File: src/rtl/ifu_pkg.sv
// Shared types and sizing helpers for the instruction-fetch unit.
package ifu_pkg;
    localparam int          XLEN_DEF     = 32;
    localparam logic [31:0] RESET_PC_DEF = 32'h8000_0000;
    localparam int          INST_W       = 32;

    typedef struct packed {
        logic [XLEN_DEF-1:0] pc;
        logic [INST_W-1:0]   inst;
    } fetch_entry_t;

    // Width able to hold 0..depth inclusive.
    function automatic int occ_w(input int depth);
        return $clog2(depth + 1);
    endfunction
endpackage

File: src/rtl/ifu_fifo.sv
// Prefetch FIFO: registered storage, flush, push/pop, simultaneous push+pop legal when full.
module ifu_fifo
    import ifu_pkg::*;
#(
    parameter int  DEPTH   = 4,
    parameter type entry_t = fetch_entry_t
) (
    input  logic                  clk,
    input  logic                  rst,
    input  logic                  flush,
    input  logic                  push,
    input  entry_t                push_data,
    input  logic                  pop,
    output entry_t                head,
    output logic [occ_w(DEPTH)-1:0] count,
    output logic                  full,
    output logic                  empty
);
    localparam int CW = occ_w(DEPTH);
    localparam int AW = $clog2(DEPTH);

    entry_t        mem [DEPTH];
    logic [AW-1:0] wr_ptr, rd_ptr;

    assign head  = mem[rd_ptr];
    assign full  = (count == CW'(DEPTH));
    assign empty = (count == '0);

    always_ff @(posedge clk or posedge rst) begin
        if (rst) begin
            wr_ptr <= '0;
            rd_ptr <= '0;
            count  <= '0;
        end else if (flush) begin
            wr_ptr <= '0;
            rd_ptr <= '0;
            count  <= '0;
        end else begin
            if (push) wr_ptr <= wr_ptr + AW'(1);
            if (pop)  rd_ptr <= rd_ptr + AW'(1);
            count <= count + CW'(push) - CW'(pop);
        end
    end

    // Storage needs no reset; contents are only observed through count.
    always_ff @(posedge clk) begin
        if (push && !flush) mem[wr_ptr] <= push_data;
    end
endmodule

File: src/rtl/ifu_prefetch.sv
// Instruction-fetch unit with prefetch FIFO, multiple outstanding requests and redirect flush.
// Optional misaligned-redirect check/halt under macro IFU_MISALIGN_CHK_EN.
module ifu_prefetch
    import ifu_pkg::*;
#(
    parameter int              XLEN     = XLEN_DEF,
    parameter logic [XLEN-1:0] RESET_PC = XLEN'(RESET_PC_DEF),
    parameter int              DEPTH    = 4
) (
    input  logic              clk,
    input  logic              rst,
    output logic              imem_req_valid,
    input  logic              imem_req_ready,
    output logic [XLEN-1:0]   imem_req_addr,
    input  logic              imem_rsp_valid,
    input  logic [INST_W-1:0] imem_rsp_data,
    input  logic              redirect_valid,
    input  logic [XLEN-1:0]   redirect_pc,
    output logic              inst_valid,
    input  logic              inst_ready,
    output logic [INST_W-1:0] inst_data,
    output logic [XLEN-1:0]   inst_pc,
    output logic              misalign_err
);
    localparam int CW = occ_w(DEPTH);

    typedef struct packed {
        logic [XLEN-1:0]   pc;
        logic [INST_W-1:0] inst;
    } entry_t;

`ifdef IFU_MISALIGN_CHK_EN
    localparam bit CHK_EN = 1'b1;
`else
    localparam bit CHK_EN = 1'b0;
`endif

    logic [XLEN-1:0] fetch_pc, rsp_pc, redir_tgt;
    logic [CW-1:0]   outstanding, drop_cnt, fifo_count, out_next;
    logic [CW:0]     occ;
    logic            active, halted, misalign, bad_redir;
    logic            req_fire, push, pop, fifo_full, fifo_empty;
    entry_t          head, push_data;

    assign redir_tgt = CHK_EN ? redirect_pc : (redirect_pc & ~XLEN'(3));
    assign bad_redir = CHK_EN && redirect_valid && (redirect_pc[1:0] != 2'b00);

    // FIFO entries plus in-flight requests never exceed DEPTH, so the FIFO cannot overflow.
    assign occ            = {1'b0, fifo_count} + {1'b0, outstanding};
    assign imem_req_valid = active && !halted && !redirect_valid && (occ < (CW+1)'(DEPTH));
    assign imem_req_addr  = fetch_pc;
    assign req_fire       = imem_req_valid && imem_req_ready;
    assign out_next       = outstanding + CW'(req_fire) - CW'(imem_rsp_valid);

    assign pop       = inst_valid && inst_ready;
    assign push      = imem_rsp_valid && (drop_cnt == '0) && !redirect_valid && (!fifo_full || pop);
    assign push_data = '{pc: rsp_pc, inst: imem_rsp_data};

    assign inst_valid   = !fifo_empty;
    assign inst_pc      = head.pc;
    assign inst_data    = head.inst;
    assign misalign_err = misalign;

    ifu_fifo #(.DEPTH(DEPTH), .entry_t(entry_t)) u_fifo (
        .clk       (clk),
        .rst       (rst),
        .flush     (redirect_valid),
        .push      (push),
        .push_data (push_data),
        .pop       (pop),
        .head      (head),
        .count     (fifo_count),
        .full      (fifo_full),
        .empty     (fifo_empty)
    );

    always_ff @(posedge clk or posedge rst) begin
        if (rst) begin
            fetch_pc    <= RESET_PC;
            rsp_pc      <= RESET_PC;
            outstanding <= '0;
            drop_cnt    <= '0;
            active      <= 1'b0;
            halted      <= 1'b0;
            misalign    <= 1'b0;
        end else begin
            active      <= 1'b1;
            outstanding <= out_next;
            if (redirect_valid) begin
                // Everything still in flight belongs to the old path.
                fetch_pc <= redir_tgt;
                rsp_pc   <= redir_tgt;
                drop_cnt <= out_next;
            end else begin
                if (req_fire) fetch_pc <= fetch_pc + XLEN'(4);
                if (push)     rsp_pc   <= rsp_pc + XLEN'(4);
                if (imem_rsp_valid && drop_cnt != '0) drop_cnt <= drop_cnt - CW'(1);
            end
            if (bad_redir) begin
                misalign <= 1'b1;
                halted   <= 1'b1;
            end
        end
    end
endmodule
File: config.mk
export PLATFORM = sky130hd
export DESIGN_NAME = ifu_prefetch
export DESIGN_NICKNAME = d
export VERILOG_FILES = /design/src/rtl/ifu_pkg.sv /design/src/rtl/ifu_fifo.sv /design/src/rtl/ifu_prefetch.sv
export SDC_FILE = /design/constraint.sdc
export NUM_CORES = 1
export LEC_CHECK = 0
export CAP_MARGIN = 20
export CORE_MARGIN = 2
export CORE_UTILIZATION = 62
export CTS_BUF_LIST = sky130_fd_sc_hd__clkbuf_4 sky130_fd_sc_hd__clkbuf_8
export DETAILED_ROUTE_END_ITERATION = 16
export PLACE_DENSITY = 0.94
export SLEW_MARGIN = 25
export SYNTH_ARGS = -nofsm -noshare
export SYNTH_HDL_FRONTEND = slang
export SYNTH_SLANG_ARGS = --single-unit
File: constraint.sdc
create_clock -name clk -period 5.1 [get_ports clk]
set_clock_uncertainty 0.1 [all_clocks]
set_input_delay 1.02 -clock clk [delete_from_list [all_inputs] [get_ports clk]]
set_output_delay 1.02 -clock clk [all_outputs]
set_load 0.1 [all_outputs]
; Word level (Yosys, flattened, before mapping)
; Memory sizes are Yosys's and may differ from the RTL's.
; Cells that the tools add are included.
[op_classes]
n_mux = 13
addsub = 10
eq_ne = 1
reduce_logical = 20
n_lt_le_gt_ge = 1
[op_table]
columns = cell, n
row1 = 32-bit 2-to-1 mux, 4
row2 = 32-bit by 3-bit adder with 32-bit output (second input constant), 2
row3 = 1-bit logical AND, 9
row4 = 3-bit 2-to-1 mux, 3
row5 = 2-bit 2-to-1 mux, 4
row6 = 2-bit nonzero test, 4
row7 = 3-bit by 1-bit adder with 3-bit output, 2
row8 = 3-bit logical NOT, 2
row9 = 3-bit by 1-bit subtractor with 3-bit output, 2
row10 = 2-bit by 1-bit adder with 2-bit output (second input constant), 2
row11 = 3-bit by 3-bit adder with 4-bit output, 1
row12 = 4-bit by 3-bit less-than comparator with 1-bit output (second input constant), 1
row13 = 3-bit equality test (second input constant), 1
row14 = 1-bit logical NOT, 3
row15 = 3-bit nonzero test, 1
row16 = 3-bit by 1-bit subtractor with 3-bit output (second input constant), 1
row17 = 1-bit 2-to-1 mux, 2
row18 = 1-bit logical OR, 1
[totals]
register_bits = 78
mem_bits_rw = 256
word_cells = 54
input_bits = 70
output_inout_bits = 99
n_memories = 1
[memory_table]
columns = memory, depth, word_bits, rd, rd_ports_with_merged_regs, wr, line
row1 = u_fifo.mem, 4, 64, 1, 0, 1, ifu_fifo.sv:22  ; entry_t mem [DEPTH];

; Depth between registers and ports, before layout
; Gate-level depths: netlist (run 1).
[logic_depth]
depth_word = 8
depth_mapped = 12
mapped_depth_nobuf = 11

; Cells and area by module
; A second synthesis (run 1) with hierarchy kept.
[unflattened]
hier_cells = 810
hier_area_um2 = 13634.3
[modules_own_cells]
columns = mod, seq_area_each_um2, instances, area_each_um2, cells_each
row1 = ifu_fifo, 7862.5, 1, 9704.3, 375
row2 = ifu_prefetch, 1679.1, 1, 3930.0, 435

; Worst setup path before layout (run 1)
; OpenSTA, ideal clock, no wires.
[synth_path]
path_type = input port to flip-flop
start = input imem_rsp_valid
end = memory u_fifo.mem[0][0] in the netlist's numbering (enable)
stages = 4
required_ns = 4.573
path_slack_ns = 1.382
setup_time_ns = 0.427
arrival_ns = 3.191
n_path_buf = 1
cell_sequence = and3b_1 > and2_1 > clkbuf_1 > and3_1
[synth_via]
elab_chain_len = 6
[synth_rtl]
columns = element, line
row1 = start: declaration, ifu_prefetch.sv:15  ; input logic imem_rsp_valid,
row2 = 1-bit logical AND (3 in series), ifu_prefetch.sv:56  ; assign push = imem_rsp_valid && (drop_cnt == '0) && !redirect_valid && (!fifo_full || pop);
row3 = 1-bit logical AND, ifu_fifo.sv:47  ; if (push && !flush) mem[wr_ptr] <= push_data;
row4 = 1-bit 2-to-1 mux, ifu_fifo.sv:47
row5 = 1-bit 2-to-1 mux (implied by the code), ifu_fifo.sv:47
row6 = end: declaration, ifu_fifo.sv:22
; No other way between the ends.

; Final worst setup path (run 1)
[layout_path]
start = register u_fifo.rd_ptr[0]
end = output inst_pc[21]
[layout_via]
elab_chain_len = 1
[layout_rtl]
columns = element, line
row1 = start: declaration, ifu_fifo.sv:23  ; logic [AW-1:0] wr_ptr, rd_ptr;
row2 = start signal: assignment, ifu_fifo.sv:40  ; if (pop) rd_ptr <= rd_ptr + AW'(1);
row3 = memory read 4 x 64 bit, -
row4 = end: declaration, ifu_prefetch.sv:22  ; output logic [XLEN-1:0] inst_pc,
; No other way between the ends.

==> results of run 1 <==
## registers in the layout, indices dropped and copies added (netlist names)
| signal | count |
|---|---|
| active | 1 |
| drop_cnt | 3 |
| u_fifo.mem | 248 |
| imem_req_addr | 30 |
| outstanding | 3 |
| u_fifo.rd_ptr | 2 |
| rsp_pc | 30 |
| u_fifo.count | 3 |
| u_fifo.wr_ptr | 2 |
## layer usage
metal	wire length (um)	GRT usage (%)	part of all wire, %
met4	518	7.12	1.9
met2	13100	39.0	48
met5	0	0	0
met1	11400	36.0	42
met3	2190	5.67	8.1
## critical path: cells and delay by family, from the launching register on
family / cells / cell delay (ns)
flip-flops: 1 / 0.68
buffers and inverters: 2 / 1.35
multiplexers: 1 / 0.53
## worst max-delay path by stage
stage / start / to / slack [ns] / depth (start not counted)
after detailed placement: redirect_valid / drop_cnt[2] / 1.12 / 11
final: u_fifo.rd_ptr[0] / inst_pc[21] / 0.85 / 3
after CTS: u_fifo.rd_ptr[0] / inst_pc[21] / 0.77 / 3
after global routing: u_fifo.rd_ptr[0] / inst_pc[17] / 0.67 / 3
after global placement: redirect_valid / drop_cnt[2] / 1.27 / 11
after floorplan: imem_rsp_valid / u_fifo.mem[0][0] / 1.38 / 4
## power groups by stage
stage	Clock, mW	Sequential, mW	Combinational [mW]
floorplan	0	3.43	2.33
global placement	0	3.25	3.19
detailed placement	0	3.26	3.23
CTS	2.13	3.21	3.24
global route	2.24	3.24	3.35
finish	2.09	3.21	3.21
## through the flow
step	cells	power [mW]	hold slack [ns]
floorplan	804	5.76	0.400
finish	1304	8.51	0.443
global route	1304	8.83	0.474
global placement	1213	6.43	0.417
CTS	1304	8.58	0.440
detailed placement	1213	6.49	0.425
## layout make-up
cell class	instances	area share, %
Clock buffer	72	5.40
Inverter	20	0.476
Multi-Input combinational cell	422	22.7
Sequential cell	322	58.0
Tap cell	275	2.14
Timing Repair Buffer	174	10.6
Clock inverter	19	0.748
## cells in the final DEF, fill, tap and decap left out, types with 5 or more instances in the layout
cell type        synthesis  layout
edfxtp_1               248     248
clkdlybuf4s50_1          0     147
dfrtp_1                 72      70
nand2_1                 68      68
mux4_2                  62      62
clkbuf_8                 0      52
o21ai_0                 44      44
nor2_1                  27      27
xnor2_1                 26      26
nand3_1                 24      24
buf_4                    5      24
clkbuf_4                 0      20
nand4_1                 19      19
inv_1                   18      17
ha_1                    14      14
o211ai_1                13      13
xor2_1                  12      12
nor3_1                  11      11
a21oi_1                 11      11
nor4_1                   9       9
clkinv_2                 0       9
clkinv_1                 1       8
and4_1                   7       7
and3_1                  10       6
or3_1                    6       6
conb_1                   2       6
and2_1                   5       5
o311ai_0                 5       5
## logic make-up (layout without fill, tap and decap cells)
logic type,Yosys count,in the layout,share of synthesized area [%]
compound gates,96,96,4.54
xor+xnor,38,38,2.52
fa+ha+maj,16,16,1.63
buf+inv,60,285,2.11
flops,322,322,70.5
mux,65,65,10.8
other cells,2,6,0.0569
simple gates,201,201,7.83
==> out/qor.yml, run 1 <==
cts_tree: "built"
io_buffer_count: 161
period_needed_ns: 4.25
cts_buffers: 50
die_h_um: 150
diodes: 0
setup_viol: 0
p_per_area_nw_per_um2: 530
p_sw_mw: 3.44
synthTopCellsByCount: "248 x edfxtp_1, 72 x dfrtp_1, 68 x nand2_1"
critPathKind: "reg2out"
tns_ns: 0
root_buffer: "clkbuf_8"
drive_gt1_share_pct: 19.1
min_period_over_period_pct: 83.4
holdPathStages: 2
maxCapViolCount: 0
worstPathArrival_ns: 3.13
p_leak_nw: 5.50
detail-route-antenna-nets: 0
pwr-share-seq_pct: 37.8
p_int_mw: 5.07
wirelength_um: 27200
yosysMostFrequentCell: "edfxtp_1"
vias: 7888
hold_path_class: "reg2reg"
r2r_start: "u_fifo.count[1]"
clock_latency_ns: 0.56
num_rows: 53
overflow: 0
post-route-cell-area_um2: 16000
drc_errors: 0
tightestPinTransition_ns: 1.07
outcome: "finished clean"
cts_resized: 0
crit_required_ns: 3.98
setup_slack_ns: 0.845
multi_input_area_um2: 3640
ys_ff_latch: 322
ys_top_cells_by_area: "edfxtp_1 56%, dfrtp_1 14%, mux4_2 11%, nand2_1 1.9%, xnor2_1 1.7%"
synth_warnings: 0
rsz0062_at_grt: "no"
grt.total_usage_pct: 25.0
wire_per_inst_um: 20.8
start_kind: "register"
cts_hold_buffers: 0
synthArstFlopShare_pct: 23.0
yosysTopAreaCell: "edfxtp_1"
comb_power_share_pct: 37.7
cts_setup_buffers: 0
area_growth_pct: 21.6
endpoint_kind: "primary output"
synth_edf_count: 248
rrSetupSlack_ns: 1.71
grt_pass1_wl_um: 42800
synth_ff_type: "edfxtp_1"
drtIter0Drc: 668
slew_violations: 0
crit_path_max_incr_delay_ns: 1.01
gp_congestion: 0.898
die_w_um: 150
dpl_cell_area_um2: 15100
pwr-share-clk_pct: 24.5
synth_area_um2: 13200
yosysSeqAreaShare_pct: 70.5
pin_count: 169
worstPathCellList: "buf_4 > mux4_2 > clkdlybuf4s50_1"
antenna_found_initial: 0
preCtsSetupSlack_ns: 1.12
switching_share_pct: 40.5
cts_sinks: 322
postLayoutCoreUtil_pct: 76.6
nets: 1076
fill_cells: 1230
cts.path.max_buffers: 3
core_um2: 21000
min-delay-start: "imem_req_addr[31]"
min_to: "imem_req_addr[31]"
dp_hpwl_um: 17300
fmax_ghz: 0.235
r2r_cells: 11
seq_area_um2: 9310
viasPerCell: 6.05
avgSynthCellArea_um2: 16.5
first_global_vias: 7899
r2r-end: "drop_cnt[2]"
synth.distinct_cells: 58
slew_headroom_pct: 28.4
grt_max_degree: 63
worst-path-max-fanout: 20
firstDrtPassIters: 5
netlist_instances: 800
yosysTopAreaCellShare_pct: 56.4
htree_levels: 2
cp_slowest_cell: "clkdlybuf4s50_1"
clk_pin_slew_worst_paths_ns: 0.06
die-area_um2: 22500
hold_viol: 0
start_util_pct: 63.0
vdd_drop_max_mv: 0.333
Power figures use the tool's default switching activity.
==> run 2, diff against run 1 <==
- CORE_UTILIZATION: 62 -> 57
- PLACE_DENSITY: 0.94 -> 0.88
- clock period: 5.1 -> 4.2 ns (I/O delays scaled with it)
==> run 2 against run 1 <==
Net effect: routed wire length is 2.1% lower; first-iteration DRC count is 1.5% higher; clock power is 16% higher; design area is 0.26% lower; non-clock buffer count is 6 higher; sequential share of layout area is 0.15 points higher; largest power group unchanged; flip-flop and latch count stayed put; final cell count is 0.61% higher; total power is 20% higher; via count is 0.66% lower; sequential power is 23% higher; highest routed layer unchanged.
==> out/qor.yml, run 2 (same netlist as run 1, synthesis figures left out) <==
fill_cells: 1405
first_global_vias: 7672
clk_pin_slew_worst_paths_ns: 0.07
crit_required_ns: 3.26
die_h_um: 156
post-route-cell-area_um2: 16000
top_register: "u_fifo.mem"
grt_pass1_wl_um: 41200
cts_resized: 0
min_period_over_period_pct: 83.3
p_per_area_nw_per_um2: 636
endpoint_kind: "primary output"
switching_share_pct: 40.7
firstDrtPassIters: 5
layout_commonest_cell: "edfxtp_1"
tns_ns: 0
num_rows: 55
grt.total_usage_pct: 22.1
multi_input_area_um2: 3640
cts_setup_buffers: 0
cts_hold_buffers: 0
area_growth_pct: 21.3
worstPathArrival_ns: 2.56
hold_viol: 0
cts_buffers: 48
maxCapViolCount: 0
postLayoutCoreUtil_pct: 70.5
tightestPinTransition_ns: 0.990
nets: 1080
drc_errors: 0
wire_per_inst_um: 20.3
critPathKind: "reg2out"
wirelength_um: 26600
vdd_drop_max_mv: 0.373
dp_hpwl_um: 17400
hold_path_class: "reg2reg"
worst-path-buf-inv: 2
slew_headroom_pct: 33.8
start_kind: "register"
cts_sinks: 322
vias: 7836
worstPathCellList: "buf_4 > mux4_2 > buf_4"
diodes: 0
critPathMostFrequentCell: "buf_4"
period_needed_ns: 3.50
final_cell_mix: "248 x edfxtp_1, 97 x clkdlybuf4s50_1, 73 x buf_4, 70 x dfrtp_1, 68 x nand2_1"
drtIter0Drc: 678
seq_area_um2: 9310
dpl_cell_area_um2: 15100
slew_violations: 0
die-area_um2: 24400
cts_tree: "built"
overflow: 0
io_buffer_count: 161
cp_slowest_cell: "dfrtp_4"
fin_hold_ws_ns: 0.452
pwr-share-clk_pct: 23.9
p_int_mw: 6.03
fmax_ghz: 0.286
start_util_pct: 58.1
core_um2: 22700
drive_gt1_share_pct: 23.7
p_sw_mw: 4.15
viasPerCell: 5.97
worst-path-max-fanout: 29
root_buffer: "clkbuf_8"
comb_power_share_pct: 37.4
grt_max_degree: 70
clock_latency_ns: 0.55
setup_viol: 0
htree_levels: 2
cts.path.max_buffers: 3
gp_congestion: 0.880
outcome: "finished clean"
cpLargestDelayFamily: "flip-flops"
detail-route-antenna-nets: 0
rsz0062_at_grt: "no"
largest_reg_flops: 248
crit_path_max_incr_delay_ns: 0.80
antenna_found_initial: 0
pwr-share-seq_pct: 38.8
pin_count: 169
p_leak_nw: 5.56
die_w_um: 156
## run 2: final cells by class
cell class              count  share of cell area (%)
clock buffers              67                    5.17
clock inverters            16                   0.610
inverters                  20                   0.469
multi-input cells         422                    22.7
flip-flops and latches    322                    58.1
well taps                 285                    2.23
repair buffers            180                    10.6
## run 2: metrics by stage
stage	setup WS [ns]	total power, mW	cells
floorplan	0.662	6.99	804
global placement	0.740	7.77	1229
detailed placement	0.684	7.82	1229
CTS	0.626	10.3	1312
global route	0.515	10.6	1312
finish	0.700	10.2	1312
## run 2: worst paths after layout
kind                                        from        endpoint  slack (ns)  depth (start not counted)
worst max-delay path            u_fifo.rd_ptr[0]   inst_data[29]        0.70                          3
worst min-delay path              outstanding[0]  outstanding[0]        0.45                          1
worst max register to register   u_fifo.count[2]     drop_cnt[2]        0.95                         11
worst min register to register    outstanding[0]  outstanding[0]        0.45                          1
max in group asynchronous                    rst      rsp_pc[31]        2.51                          3
min in group asynchronous                    rst     drop_cnt[1]        0.66                          2
## run 2: routing by layer
metal | global-route usage, % | part of all wire (%)
met1 | 32.9 | 42
met5 | 0 | 0
met4 | 6.25 | 1.5
met3 | 4.06 | 9.2
met2 | 34.2 | 47
## run 2: power groups by stage
stage | clock [mW] | sequential [mW] | combinational (mW)
floorplan | 0 | 4.16 | 2.83
global placement | 0 | 3.99 | 3.79
detailed placement | 0 | 4.00 | 3.82
CTS | 2.48 | 3.94 | 3.83
global route | 2.63 | 3.98 | 3.95
finish | 2.43 | 3.94 | 3.81
==> run 3, diff against run 2 <==
- CORE_UTILIZATION: 57 -> 52
- PLACE_DENSITY: 0.88 -> 0.85
- clock period: 4.2 -> 2.9 ns (I/O delays scaled with it)
==> run 3 against run 2 <==
Net effect: die area grew 9.4%; via count rose by 2.4%; register-to-register slack got worse by 0.78 ns; routed wire length grew 5.9%; largest power group is now combinational logic; first-iteration DRC count is 17% higher; global-route usage is 0.51 points lower; critical path type unchanged; final cell count grew 4.7%; clock power up 55%; setup slack got worse by 0.65 ns; count of clock-buffer cells in the layout is 3 lower.
==> out/qor.yml, run 3 (same netlist as run 1, synthesis figures left out) <==
detail-route-antenna-nets: 0
p_sw_mw: 6.33
clk_pin_slew_worst_paths_ns: 0.06
start_util_pct: 52.7
instances_no_fill: 1374
fill_cells: 1621
pwr-share-clk_pct: 23.3
die_h_um: 163
rsz0062_at_grt: "yes"
htree_levels: 2
top_register: "u_fifo.mem"
vdd_drop_max_mv: 0.613
setup_viol: 0
io_buffer_count: 161
firstDrtPassIters: 5
pwr-share-seq_pct: 34.8
largest_reg_flops: 248
die-area_um2: 26700
antenna_found_initial: 0
comb_power_share_pct: 41.9
area_growth_pct: 28.9
wirelength_um: 28200
cts_buffers: 50
die_w_um: 163
p_per_area_nw_per_um2: 951
viasPerCell: 5.84
cp_slowest_cell: "mux4_2"
fmax_ghz: 0.350
diodes: 0
cts_tree: "built"
overflow: 0
nets: 1094
start_kind: "register"
wire_per_inst_um: 20.5
setup_slack_ns: 0.0468
seq_area_um2: 9310
drtIter0Drc: 792
preCtsSetupSlack_ns: 0.0797
dp_hpwl_um: 18200
switching_share_pct: 39.2
root_buffer: "clkbuf_8"
rrSetupSlack_ns: 0.17
worstPathArrival_ns: 2.17
slew_violations: 0
outcome: "finished clean"
tns_ns: 0
vias: 8023
worst-path-max-fanout: 26
maxCapViolCount: 0
clock_latency_ns: 0.56
r2r_cells: 11
crit_path_max_incr_delay_ns: 0.59
core_um2: 25000
pin_count: 169
grt_max_degree: 70
cts_sinks: 322
layout_commonest_cell: "edfxtp_1"
gp_congestion: 0.897
crit_required_ns: 2.22
grt_pass1_wl_um: 44200
num_rows: 58
slew_headroom_pct: 27.6
tightestPinTransition_ns: 1.08
endpoint_kind: "primary output"
p_leak_nw: 6.00
multi_input_area_um2: 3650
dp_cells: 1281
first_global_vias: 8042
hold_path_class: "in2async"
period_needed_ns: 2.85
r2r_start: "u_fifo.count[2]"
crit_start: "u_fifo.rd_ptr[0]"
hold_viol: 0
grt.total_usage_pct: 21.6
p_int_mw: 9.83
critPathKind: "reg2out"
worstPathCellList: "buf_16 > mux4_2 > buf_12"
cts.path.max_buffers: 3
cts_hold_buffers: 0
min_period_over_period_pct: 98.4
r2r-end: "drop_cnt[2]"
drc_errors: 0
drive_gt1_share_pct: 27.8
final_cell_mix: "248 x edfxtp_1, 72 x buf_12, 70 x dfrtp_1, 68 x nand2_1, 66 x clkdlybuf4s50_1"
## run 3: repair_timing
action	CTS	global route
setup endpoints to repair	36	30
setup buffers	3	1
gates resized for setup	3	1
gates cloned	1	0
pin swaps	0	0
## run 3: area by class of cell
cell class              instances  share of cell area (%)
clock buffers                  64                    4.77
clock inverters                24                    1.12
inverters                      20                   0.441
multi-input cells             422                    21.4
flip-flops and latches        322                    54.7
well taps                     330                    2.43
repair buffers                192                    15.1
## run 3: how the worst max path moves through the flow
stage	endpoint
after detailed placement	drop_cnt[2]
after floorplan	drop_cnt[2]
final	inst_data[8]
after global routing	inst_data[8]
after global placement	u_fifo.count[2]
after CTS	inst_data[8]
## run 3: routing by layer
layer  global-route usage [%]  part of all wire, %  vias up
li1                         -                    -     3542
met1                     30.6                   41     3966
met2                     34.9                   49      469
met3                     4.16                  8.5       46
met4                     5.51                  1.8        0
met5                        0                    0        -
## run 3: worst max-delay path, delay by kind of cell (launching register included)
family	cells	cell delay, ns
buf+inv	2	0.45
flops	1	0.55
mux	1	0.59
## run 3: power by group through the flow
| stage | Combinational (mW) | Sequential, mW | Clock (mW) |
|---|---|---|---|
| after floorplan | 4.10 | 6.02 | 0 |
| after global placement | 6.62 | 5.67 | 0 |
| after detailed placement | 6.69 | 5.70 | 0 |
| after CTS | 6.82 | 5.62 | 3.85 |
| after global routing | 7.04 | 5.66 | 4.04 |
| final | 6.78 | 5.62 | 3.77 |
## run 3: through the flow
step / area [um2] / total power, mW / util [%] / hold WS [ns]
6_report: 17000 / 16.2 / 67.9 / 0.216
5_1_grt: 17000 / 16.7 / 67.9 / 0.232
4_1_cts: 17000 / 16.3 / 67.9 / 0.203
3_5_place_dp: 15900 / 12.4 / 63.6 / 0.428
3_3_place_gp: 15900 / 12.3 / 63.6 / 0.426
2_1_floorplan: 13200 / 10.1 / - / 0.400
